### src/rtl/fifo_wr_arbiter.sv
// Round-robin arbiter sharing a single FIFO write port between NUM_REQ producers.
// An owner keeps the port for up to MAX_BURST writes, then ownership rotates.
module fifo_wr_arbiter #(
    parameter int NUM_REQ   = 4,
    parameter int DATA_W    = 8,
    parameter int MAX_BURST = 4
) (
    input  logic                       clk,
    input  logic                       reset,
    input  logic [NUM_REQ-1:0]         req,
    input  logic [NUM_REQ*DATA_W-1:0]  req_data,
    output logic [NUM_REQ-1:0]         gnt,
    input  logic                       fifo_full,
    output logic                       fifo_write_en,
    output logic [DATA_W-1:0]          fifo_write_data,
    output logic                       busy,
    output logic [$clog2(NUM_REQ)-1:0] owner,
    output logic                       dbg_state,
    output logic [3:0]                 dbg_burst_cnt
);

    localparam int OW = $clog2(NUM_REQ);

    // Handshake: req[i] is a valid held high with stable data until a cycle
    // where gnt[i]=1; that cycle is the transfer and the producer then advances.
    // fifo_full acts as the downstream not-ready and blocks gnt/fifo_write_en.

    typedef enum logic {
        IDLE = 1'b0,
        OWN  = 1'b1
    } state_t;

    state_t        state, state_nxt;
    logic [OW-1:0] owner_q, owner_nxt;
    logic [OW-1:0] last_owner, last_owner_nxt;
    logic [3:0]    burst_cnt, burst_cnt_nxt;

    logic          pick_found;
    logic [OW-1:0] pick_idx;

    // Search starts just after the previous owner so that owner gets lowest priority.
    always_comb begin
        logic [OW-1:0] cand;
        pick_found = 1'b0;
        pick_idx   = '0;
        cand       = '0;
        for (int k = 1; k <= NUM_REQ; k++) begin
            cand = last_owner + OW'(k);
            if (!pick_found && req[cand]) begin
                pick_found = 1'b1;
                pick_idx   = cand;
            end
        end
    end

    always_ff @(posedge clk or negedge reset) begin
        if (!reset) begin
            state      <= IDLE;
            owner_q    <= '0;
            last_owner <= OW'(NUM_REQ - 1);
            burst_cnt  <= 4'd0;
        end else begin
            state      <= state_nxt;
            owner_q    <= owner_nxt;
            last_owner <= last_owner_nxt;
            burst_cnt  <= burst_cnt_nxt;
        end
    end

    always_comb begin
        state_nxt       = state;
        owner_nxt       = owner_q;
        last_owner_nxt  = last_owner;
        burst_cnt_nxt   = burst_cnt;
        gnt             = '0;
        fifo_write_en   = 1'b0;
        fifo_write_data = '0;

        case (state)
            IDLE: begin
                if (pick_found) begin
                    owner_nxt     = pick_idx;
                    burst_cnt_nxt = 4'd0;
                    state_nxt     = OWN;
                end
            end
            OWN: begin
                if (!req[owner_q]) begin
                    // A dropped request wins over a full FIFO.
                    state_nxt      = IDLE;
                    last_owner_nxt = owner_q;
                end else if (!fifo_full) begin
                    gnt[owner_q]    = 1'b1;
                    fifo_write_en   = 1'b1;
                    fifo_write_data = req_data[int'(owner_q)*DATA_W +: DATA_W];
                    burst_cnt_nxt   = burst_cnt + 4'd1;
                    if (burst_cnt + 4'd1 == 4'(MAX_BURST)) begin
                        state_nxt      = IDLE;
                        last_owner_nxt = owner_q;
                    end
                end
            end
            default: begin
                state_nxt = IDLE;
            end
        endcase
    end

    assign busy          = (state == OWN);
    assign owner         = owner_q;
    assign dbg_state     = (state == OWN);
    assign dbg_burst_cnt = burst_cnt;

endmodule

### config.mk
export PLATFORM = sky130hd
export DESIGN_NAME = fifo_wr_arbiter
export DESIGN_NICKNAME = d
export VERILOG_FILES = /design/src/rtl/fifo_wr_arbiter.sv
export SDC_FILE = /design/constraint.sdc
export NUM_CORES = 1
export LEC_CHECK = 0
export BUFFER_PORTS_ARGS = -buffer_cell sky130_fd_sc_hd__clkbuf_2
export CORE_UTILIZATION = 47
export CTS_BUF_LIST = sky130_fd_sc_hd__clkbuf_4
export DETAILED_ROUTE_END_ITERATION = 12
export PLACE_DENSITY = 0.86
export SETUP_SLACK_MARGIN = 0.02
export SLEW_MARGIN = 10
export SYNTH_ARGS = -nofsm -noshare
export SYNTH_HDL_FRONTEND = slang
export SYNTH_SLANG_ARGS = --single-unit
### constraint.sdc
create_clock -name clk -period 3.84 [get_ports clk]
set_input_delay 0.96 -clock clk [delete_from_list [all_inputs] [get_ports clk]]
set_output_delay 0.96 -clock clk [all_outputs]
set_load 0.05 [all_outputs]
Word-level counts from Yosys, hierarchy flattened
Cells that the tools add are included.
{"block": "totals", "wordCells": 73, "output_inout_bits": 21, "ff_bits": 9}
{"block": "op_classes", "eq_ne": 6, "add_sub_neg": 4, "order_cmp": 6, "reduce_logical": 10, "n_mux": 41, "n_shift": 1, "bitwise_logic": 1}
{"cell": "variable part select 32 x 6 -> 8 bit", "count": 1}
{"cell": "2-to-1 mux 4 bit", "count": 6}
{"cell": "2-to-1 mux 8 bit", "count": 3}
{"cell": "2-to-1 mux 1 bit", "count": 17}
{"cell": "< comparator 2 x 3 -> 1 bit (second input constant)", "count": 5}
{"cell": "2-to-1 mux 2 bit", "count": 7}
{"cell": "binary-select mux 1 bit (select 2 bit)", "count": 5}
{"cell": "one-hot mux 4 bit (2 select lines)", "count": 1}
{"cell": "inequality test 2 bit (second input constant)", "count": 3}
{"cell": "AND reduction 3 bit", "count": 2}
{"cell": "adder 2 bit (second input constant)", "count": 2}
{"cell": "adder 4 x 1 -> 4 bit (second input constant)", "count": 1}
{"cell": "== test 4 x 3 -> 1 bit (second input constant)", "count": 1}
{"cell": "logical AND 1 bit", "count": 4}
{"cell": "inequality test 2 x 1 -> 1 bit (second input constant)", "count": 2}
{"cell": "zero test 1 bit", "count": 3}
{"cell": "adder 2 x 1 -> 2 bit (second input constant)", "count": 1}
{"cell": "demux 1 bit (select 2 bit)", "count": 1}
{"cell": "greater-or-equal comparator 2 x 1 -> 1 bit (second input constant)", "count": 1}
{"cell": "one-hot mux 1 bit (2 select lines)", "count": 1}
{"cell": "AND reduction 2 bit", "count": 1}
{"cell": "inverter 1 bit", "count": 1}

Longest topological paths before layout
Gate-level depths: netlist (run 1).
{"block": "logic_depth", "word_depth": 15, "ltp_mapped": 7, "depth_no_buf": 5}

Worst setup path after synthesis (run 1)
Ideal clock, no wire load.
{"block": "synth_path", "path_kind": "input port to output port", "start": "input port fifo_full", "end": "output port gnt[0]", "stages": 2, "t_arrival_ns": 2.798, "required_time_ns": 2.880, "setup_slack_ns": 0.082, "path_cell_list": "nand2b_1 > nor4b_1"}
{"block": "synth_via", "elab_chain_cells": 3}
{"element": "start, declared", "line_no": "13", "text": "input logic fifo_full,"}
{"element": "2-to-1 mux 4 bit", "line_no": "92", "text": "end else if (!fifo_full) begin"}
{"element": "2-to-1 mux 4 bit", "line_no": "88", "text": "if (!req[owner_q]) begin"}
{"element": "2-to-1 mux 4 bit", "line_no": "79", "text": "case (state)"}
{"element": "end, declared", "line_no": "12", "text": "output logic [NUM_REQ-1:0] gnt,"}
Every way passes these cells.

Worst setup path after layout (run 1)
{"block": "layout_path", "start": "register owner_q[0], in the netlist owner[0]", "end": "output port fifo_write_data[6]"}
{"block": "layout_via", "elab_chain_cells": 4, "word_cells_on_any_way": 6, "classes_between": "1 x shift; 5 x mux"}
{"element": "start, declared", "line_no": "34", "text": "logic [OW-1:0] owner_q, owner_nxt;"}
{"element": "start signal, assigned", "line_no": "64", "text": "owner_q <= owner_nxt;"}
{"element": "variable part select 32 x 6 -> 8 bit / binary-select mux 1 bit (select 2 bit) (equally long branches)", "line_no": "95, 88"}
{"element": "2-to-1 mux 8 bit / 2-to-1 mux 1 bit (equally long branches)", "line_no": "92, 88"}
{"element": "2-to-1 mux 8 bit (*)", "line_no": "88"}
{"element": "2-to-1 mux 8 bit (*)", "line_no": "79"}
{"element": "end, declared", "line_no": "15", "text": "output logic [DATA_W-1:0] fifo_write_data,"}
Mark *: on every way between the ends. The rest lies on a longest branch, timed or not. The select of a mux whose other input is x is not followed.

==> metrics.md, run 1 <==
| Metric | Value |
|---|---|
| Status | finished clean |
| Warnings from Yosys | 0 |
| DRT iter0 DRCs | 16 |
| Number of CTS-inserted buffers | 3 |
| Worst-path clk slew | 0.06 ns |
| Most common cell after layout, fill and taps aside | clkbuf_2 |
| DRC | 0 |
| Leakage power | 0.6468 nW |
| Fin Setup TNS | 0 ns |
| CP max stage cell | dfrtp_1 |
| Post-synthesis adder-cell area fraction | 2.667% |
| R2R Setup Slk | 1.65 ns |
| Bufs on Longest Clock Path | 2 |
| Horiz. Die Dim | 46.69 um |
| DR vias | 943 |
| Period utilization | 82.58% |
| Register area share after synthesis | 24.27% |
| CTS tree | built |
| Max stage delay on crit path | 0.77 ns |
| Port Buffers | 59 |
| Layout area overhead | 33.07% |
| CTS resizes | 0 |
| FFs w/ async S/R, synth | 100.0% |
| Synth Register Bits | 9 |
| H-Tree Depth | 1 |
| Clock Sinks | 9 |
| GR Layer Usage met1 | 28.68% |
| DP HPWL | 1.868 mm |
| Max-slew violations | 0 |
| Avg Synthesized Cell Area | 10.20 um^2 |
| Vias in the first global route | 830 |
| Worst slack, placed | 0.7238 ns |
| Antenna violations before repair | 0 |
| Initial DRT Pass Iterations | 4 |
| RSZ-0062 raised after global routing | no |
| Final setup margin | 0.6689 ns |
| Die H | 46.69 um |
| Tightest Pin Transition | 0.6670 ns |
| Pwr/cell area | 717.2 nW/um^2 |
| Gr ovfl total | 0 |
| Cells along the critical path | mux4_2 > and3_1 > clkbuf_2 |
| Rows | 15 |
| Diodes inserted | 0 |
| Met3 Track Usage GR | 1.176% |
| CP top delay family | flip-flops |
| Initial Util | 52.08% |
| Mux cell area share after synthesis | 28.67% |
| Worst Path Required | 2.88 ns |
| Post-synth net total | 133 |
| All-Layer GR Usage | 21.98% |
| Max_slew headroom | 55.53% |
| CTS Root Cell | clkbuf_4 |
| Crit path time final | 3.171 ns |
| Worst-path fanout max | 16 |
| First-pass GRT wire length | 3.436 mm |
| Largest net degree at the start of global routing | 17 |
| Post-layout nets | 190 |
| Post-synth EDFFs | 0 |
| Postcts setup bufs | 0 |
| Crit. End Element | primary output |
| IO Count | 60 |
| Share of layout cells above drive strength 1 | 52.03% |
| Buf/Inv on CP | 1 |
| Final setup fails | 0 |
| Synth cell types | 39 |
| Main synth FF type | dfrtp_1 |
| Synth Area in Compound Gates | 12.27% |
| Clock Skew | 0.006272 ns |
| Largest family of logic cells by synthesized area | multiplexers |
| Placer Congestion | 0.7589 |
| Most Crowded Layer GR | met2 |
| Routed WL per cell | 13.10 um |
| Mapped Area | 938.4 um^2 |
| Post-CTS Hold Fix Bufs | 0 |
| Synthesized netlist cell count | 92 |
| VDD IR-drop max | 0.4261 mV |
| Worst Path Arrival | 2.21 ns |
| Die area | 2179 um^2 |
| Clock latency on the worst-skew pair | 0.25 ns |
| Total of max-cap violations | 0 |
| Core Box Area | 1802 um^2 |
| Fmax | 315.3 MHz |
| Most frequent cells in the layout | 59 x clkbuf_2, 9 x nand2_1, 9 x and3_1 |
| Fin. Hold Viols | 0 |
| Setup CP Type | reg -> out |
| Routed Antenna Nets | 0 |
| Simple-gate share of the synthesized area | 24.80% |
| Xor/xnor share of the synthesized area | 0.9333% |
| Hold Crit Class | in -> async |
| CP Launch Type | register |
| Filler cells | 153 |
| Total Wirelength | 2.267 mm |
| DR vias/cell | 5.451 |
| Met2 Track Usage GR | 38.61% |
## power by group
part,switching (W),total [W],internal (W)
Clock,0.0000278,0.0000746,0.0000468
Combinational,0.000352,0.000573,0.000221
Sequential,0.000108,0.000248,0.000139
Total,0.000488,0.000896,0.000407
## synthesized netlist by cell type, types with 2 or more instances
cell type / number / area (um^2)
and3_1: 9 / 56.30
nand2_1: 9 / 33.78
dfrtp_1: 7 / 175.2
mux4_2: 6 / 135.1
o21ai_0: 5 / 25.02
nor2_1: 4 / 15.01
a21oi_1: 3 / 15.01
clkbuf_1: 3 / 11.26
mux4_1: 3 / 78.83
nand2b_1: 3 / 18.77
a22oi_1: 2 / 15.01
and2_1: 2 / 12.51
buf_6: 2 / 22.52
dfstp_2: 2 / 52.55
ha_1: 2 / 25.02
inv_1: 2 / 7.510
mux2_1: 2 / 22.52
mux2_2: 2 / 22.52
nor2b_1: 2 / 12.51
nor3_1: 2 / 10.01
nor3b_1: 2 / 15.01
## metrics by stage
stage	total power [W]	std cells	instance area, um^2	hold slack (ns)	util [%]
global placement	0.0008070	169	1219	0.6355	67.64
global route	0.0009558	173	1249	0.5513	69.31
floorplan	0.0007258	92	938.4	0.6294	-
detailed placement	0.0008239	169	1219	0.6542	67.64
CTS	0.0009016	173	1249	0.5462	69.31
finish	0.0008956	173	1249	0.5472	69.31
## state kept, by name (all words and copies together) (netlist names)
name / cells
busy: 1
dbg_burst_cnt: 4
last_owner: 2
owner: 2
## worst paths after layout
path                                               from                      endpoint  depth (start not counted)
setup / recovery                   owner[0]$_DFFE_PN0P_            fifo_write_data[6]                          3
hold / removal                                    reset  dbg_burst_cnt[2]$_DFFE_PN0P_                          1
setup reg to reg                   owner[0]$_DFFE_PN0P_     last_owner[0]$_DFFE_PN1P_                          4
hold reg to reg            dbg_burst_cnt[1]$_DFFE_PN0P_  dbg_burst_cnt[1]$_DFFE_PN0P_                          2
max in group asynchronous                         reset     last_owner[1]$_DFFE_PN1P_                          1
min in group clk           dbg_burst_cnt[1]$_DFFE_PN0P_  dbg_burst_cnt[1]$_DFFE_PN0P_                          2
## cell type report
| type | instances | area (um^2) | area share (%) |
|---|---|---|---|
| clock buffers | 4 | 30.03 | 2.405 |
| inverters | 3 | 13.76 | 1.102 |
| multi-input cells | 73 | 650.6 | 52.10 |
| flip-flops and latches | 9 | 227.7 | 18.24 |
| well taps | 25 | 31.28 | 2.505 |
| repair buffers | 59 | 295.3 | 23.65 |
## cell families after synthesis
group           count (synthesis)
compound gates                 17
xor+xnor                        1
flops                           9
fa+ha+maj                       2
mux                            14
simple gates                   39
buf+inv                        10
## per-layer routing
metal	vias up	routed length, um
met5	-	0
met4	0	0
met3	0	164
met2	45	1139
met1	436	963
li1	462	-
(Power assumes the default switching activity.)
==> run 2, diff against run 1 <==
--- a/config.mk
+++ b/config.mk
@@ -5,11 +5,13 @@
 export SDC_FILE = /design/constraint.sdc
 export NUM_CORES = 1
 export LEC_CHECK = 0
+export ABC_AREA = 1
 export BUFFER_PORTS_ARGS = -buffer_cell sky130_fd_sc_hd__clkbuf_2
-export CORE_UTILIZATION = 47
+export CORE_ASPECT_RATIO = 1.75
+export CORE_UTILIZATION = 46
 export CTS_BUF_LIST = sky130_fd_sc_hd__clkbuf_4
 export DETAILED_ROUTE_END_ITERATION = 12
-export PLACE_DENSITY = 0.86
+export PLACE_DENSITY = 0.8
 export SETUP_SLACK_MARGIN = 0.02
 export SLEW_MARGIN = 10
 export SYNTH_ARGS = -nofsm -noshare
==> constraint.sdc (replaced) <==
create_clock -name clk -period 3.31 [get_ports clk]
set_input_delay 0.8275 -clock clk [delete_from_list [all_inputs] [get_ports clk]]
set_output_delay 0.8275 -clock clk [all_outputs]
set_load 0.05 [all_outputs]
==> run 2 against run 1 <==
Against the previous run:
- global-route usage rose by 0.50 points
- setup slack worse by 0.45 ns
- critical path depth grew 5
- core utilization shrank 7.0 points
- sequential share of layout area decreased by 2.4 points
- first-iteration DRC count grew 19%
- cell area increased by 15%
- clock skew up 0.00093 ns
- largest power group unchanged
==> metrics.md, run 2 <==
| Metric | Value |
|---|---|
| Clock latency on the worst-skew pair | 0.26 ns |
| Gr ovfl total | 0 |
| Clock Sinks | 9 |
| Number of CTS-inserted buffers | 3 |
| Core Box Area | 2302 um^2 |
| Register area share after synthesis | 20.27% |
| DRT iter0 DRCs | 19 |
| Port Buffers | 59 |
| Max-slew violations | 0 |
| Vias in the first global route | 1055 |
| Final setup fails | 0 |
| First-pass GRT wire length | 4.395 mm |
| CP Launch Point | owner[1]$_DFFE_PN0P_ |
| Setup CP Type | reg -> out |
| Die H | 67.38 um |
| Hold Crit Class | in -> async |
| Top-area cell type share of the netlist area | 21.05% |
| All-Layer GR Usage | 22.48% |
| Worst r2r path cells | 9 |
| Antenna violations before repair | 0 |
| Post-synth net total | 201 |
| FFs w/ async S/R, synth | 100.0% |
| Post-layout nets | 260 |
| Largest net degree at the start of global routing | 19 |
| Post-CTS Hold Fix Bufs | 0 |
| Diodes inserted | 0 |
| Mapped Area | 1124 um^2 |
| Max reg flops | 4 |
| Top cells by count, synth | 63 x nand2_1, 22 x nand3_1, 13 x inv_1 |
| DR vias | 1250 |
| Fmax | 323.8 MHz |
| RSZ-0062 raised after global routing | no |
| Worst Path Arrival | 2.26 ns |
| Most frequent cells in the layout | 63 x nand2_1, 59 x clkbuf_2, 22 x nand3_1 |
| Share of layout cells above drive strength 1 | 40.37% |
| DP HPWL | 2.263 mm |
| Total of max-cap violations | 0 |
| Final core occ | 62.28% |
| Layout area overhead | 27.62% |
| Worst Path Required | 2.48 ns |
| Worst-path clk slew | 0.06 ns |
| Die area | 2652 um^2 |
| Initial DRT Pass Iterations | 4 |
| Routed WL per cell | 11.60 um |
| Leakage power | 0.8031 nW |
| Worst Setup EP | fifo_write_data[7] |
| Fin Setup TNS | 0 ns |
| Tightest Pin Transition | 0.5432 ns |
| Crit path time final | 3.088 ns |
| Synth Register Bits | 9 |
| Horiz. Die Dim | 39.36 um |
| DRC | 0 |
| Cell taking the most area after synthesis | nand2_1 |
| Top cells by area, synth | nand2_1 21%, dfrtp_1 16%, a31oi_4 13% |
| RR Startpoint | owner[1]$_DFFE_PN0P_ |
| Synth cell types | 29 |
| Bufs on Longest Clock Path | 2 |
| Synthesized netlist cell count | 160 |
| IO Count | 60 |
| H-Tree Depth | 1 |
| Warnings from Yosys | 0 |
| Status | finished clean |
| DR vias/cell | 5.144 |
| Main synth FF type | dfrtp_1 |
| Post-synth EDFFs | 0 |
| Routed Antenna Nets | 0 |
| Total Wirelength | 2.820 mm |
| Worst-path fanout max | 18 |
| Max_slew headroom | 63.78% |
| Postcts setup bufs | 0 |
| Crit. End Element | primary output |
| Clock Skew | 0.007203 ns |
| CTS Root Cell | clkbuf_4 |
| Most common cell after layout, fill and taps aside | nand2_1 |
| Filler cells | 239 |
| Rows | 23 |
| Fin. Hold Viols | 0 |
| VDD IR-drop max | 0.5513 mV |
| CP Launch Type | register |
| CTS resizes | 0 |
| Reg2Reg Capture Point | dbg_burst_cnt[3]$_DFFE_PN0P_ |
| CTS tree | built |
| Period utilization | 93.31% |
| Initial Util | 48.80% |
| Avg Synthesized Cell Area | 7.022 um^2 |
| Placer Congestion | 0.8556 |
| R2R Setup Slk | 1.40 ns |
| Pwr/cell area | 917.9 nW/um^2 |
| Leading cell type by number of instances after synthesis | nand2_1 |
## run 2: through the flow
stage	setup slack, ns	hold slack, ns	instances	area [um^2]	total power [W]
2_1_floorplan	0.09021	0.4826	160	1124	0.001068
3_3_place_gp	0.5155	0.5155	239	1404	0.001223
3_5_place_dp	0.4927	0.5084	239	1404	0.001229
4_1_cts	0.2135	0.4132	243	1434	0.001324
5_1_grt	0.06250	0.4163	243	1434	0.001437
6_report	0.2215	0.4095	243	1434	0.001316
## run 2: worst min path at each step
stage	to	slack [ns]	depth (start not counted)	from
after global placement	last_owner[1]$_DFFE_PN1P_	0.52	2	last_owner[1]$_DFFE_PN1P_
after floorplan	last_owner[1]$_DFFE_PN1P_	0.48	2	last_owner[1]$_DFFE_PN1P_
after global routing	dbg_burst_cnt[1]$_DFFE_PN0P_	0.42	1	reset
after detailed placement	last_owner[1]$_DFFE_PN1P_	0.51	2	last_owner[1]$_DFFE_PN1P_
after CTS	dbg_burst_cnt[1]$_DFFE_PN0P_	0.41	1	reset
final	dbg_burst_cnt[0]$_DFFE_PN0P_	0.41	1	reset
## run 2: cell type report
cell class,instances,area (um^2),share of cell area [%]
clock buffer,4,30.03,2.094
tap,25,31.28,2.181
multi-input combinational,127,774.5,54.01
sequential,9,227.7,15.88
inverter,18,67.56,4.712
timing repair buffer,60,302.8,21.12
## run 2: worst max-delay path: stages (launching register included)
cell	delay (ns)
dfrtp_1	0.58
inv_2	0.21
nand2_1	0.10
inv_2	0.17
nand2_2	0.08
o2111ai_4	0.09
nand2_4	0.23
a31oi_1	0.22
clkbuf_2	0.30
## run 2: routing by layer
layer / share of wire [%] / vias to the layer above / track usage [%]
li1: - / 644 / -
met1: 41 / 569 / 26.71
met2: 54 / 32 / 40.21
met3: 3.5 / 5 / 0.9868
met4: 1.4 / 0 / 9.052
met5: 0 / - / 0
## run 2: where the power goes
group / switching [W] / total (W) / internal, W
logic: 0.000691 / 0.000968 / 0.000278
registers: 0.0000978 / 0.000256 / 0.000158
clock network: 0.0000373 / 0.0000919 / 0.0000546
## run 2: kinds of logic (layout without fill, tap and decap cells)
group           count (synthesis)  count (layout)  synth area share [%]
simple gates                  102             102                 41.54
fa+ha+maj                       2               2                 2.227
flops                           9               9                 20.27
compound gates                 21              21                 23.61
xor+xnor                        2               2                 1.559
buf+inv                        24              82                 10.80
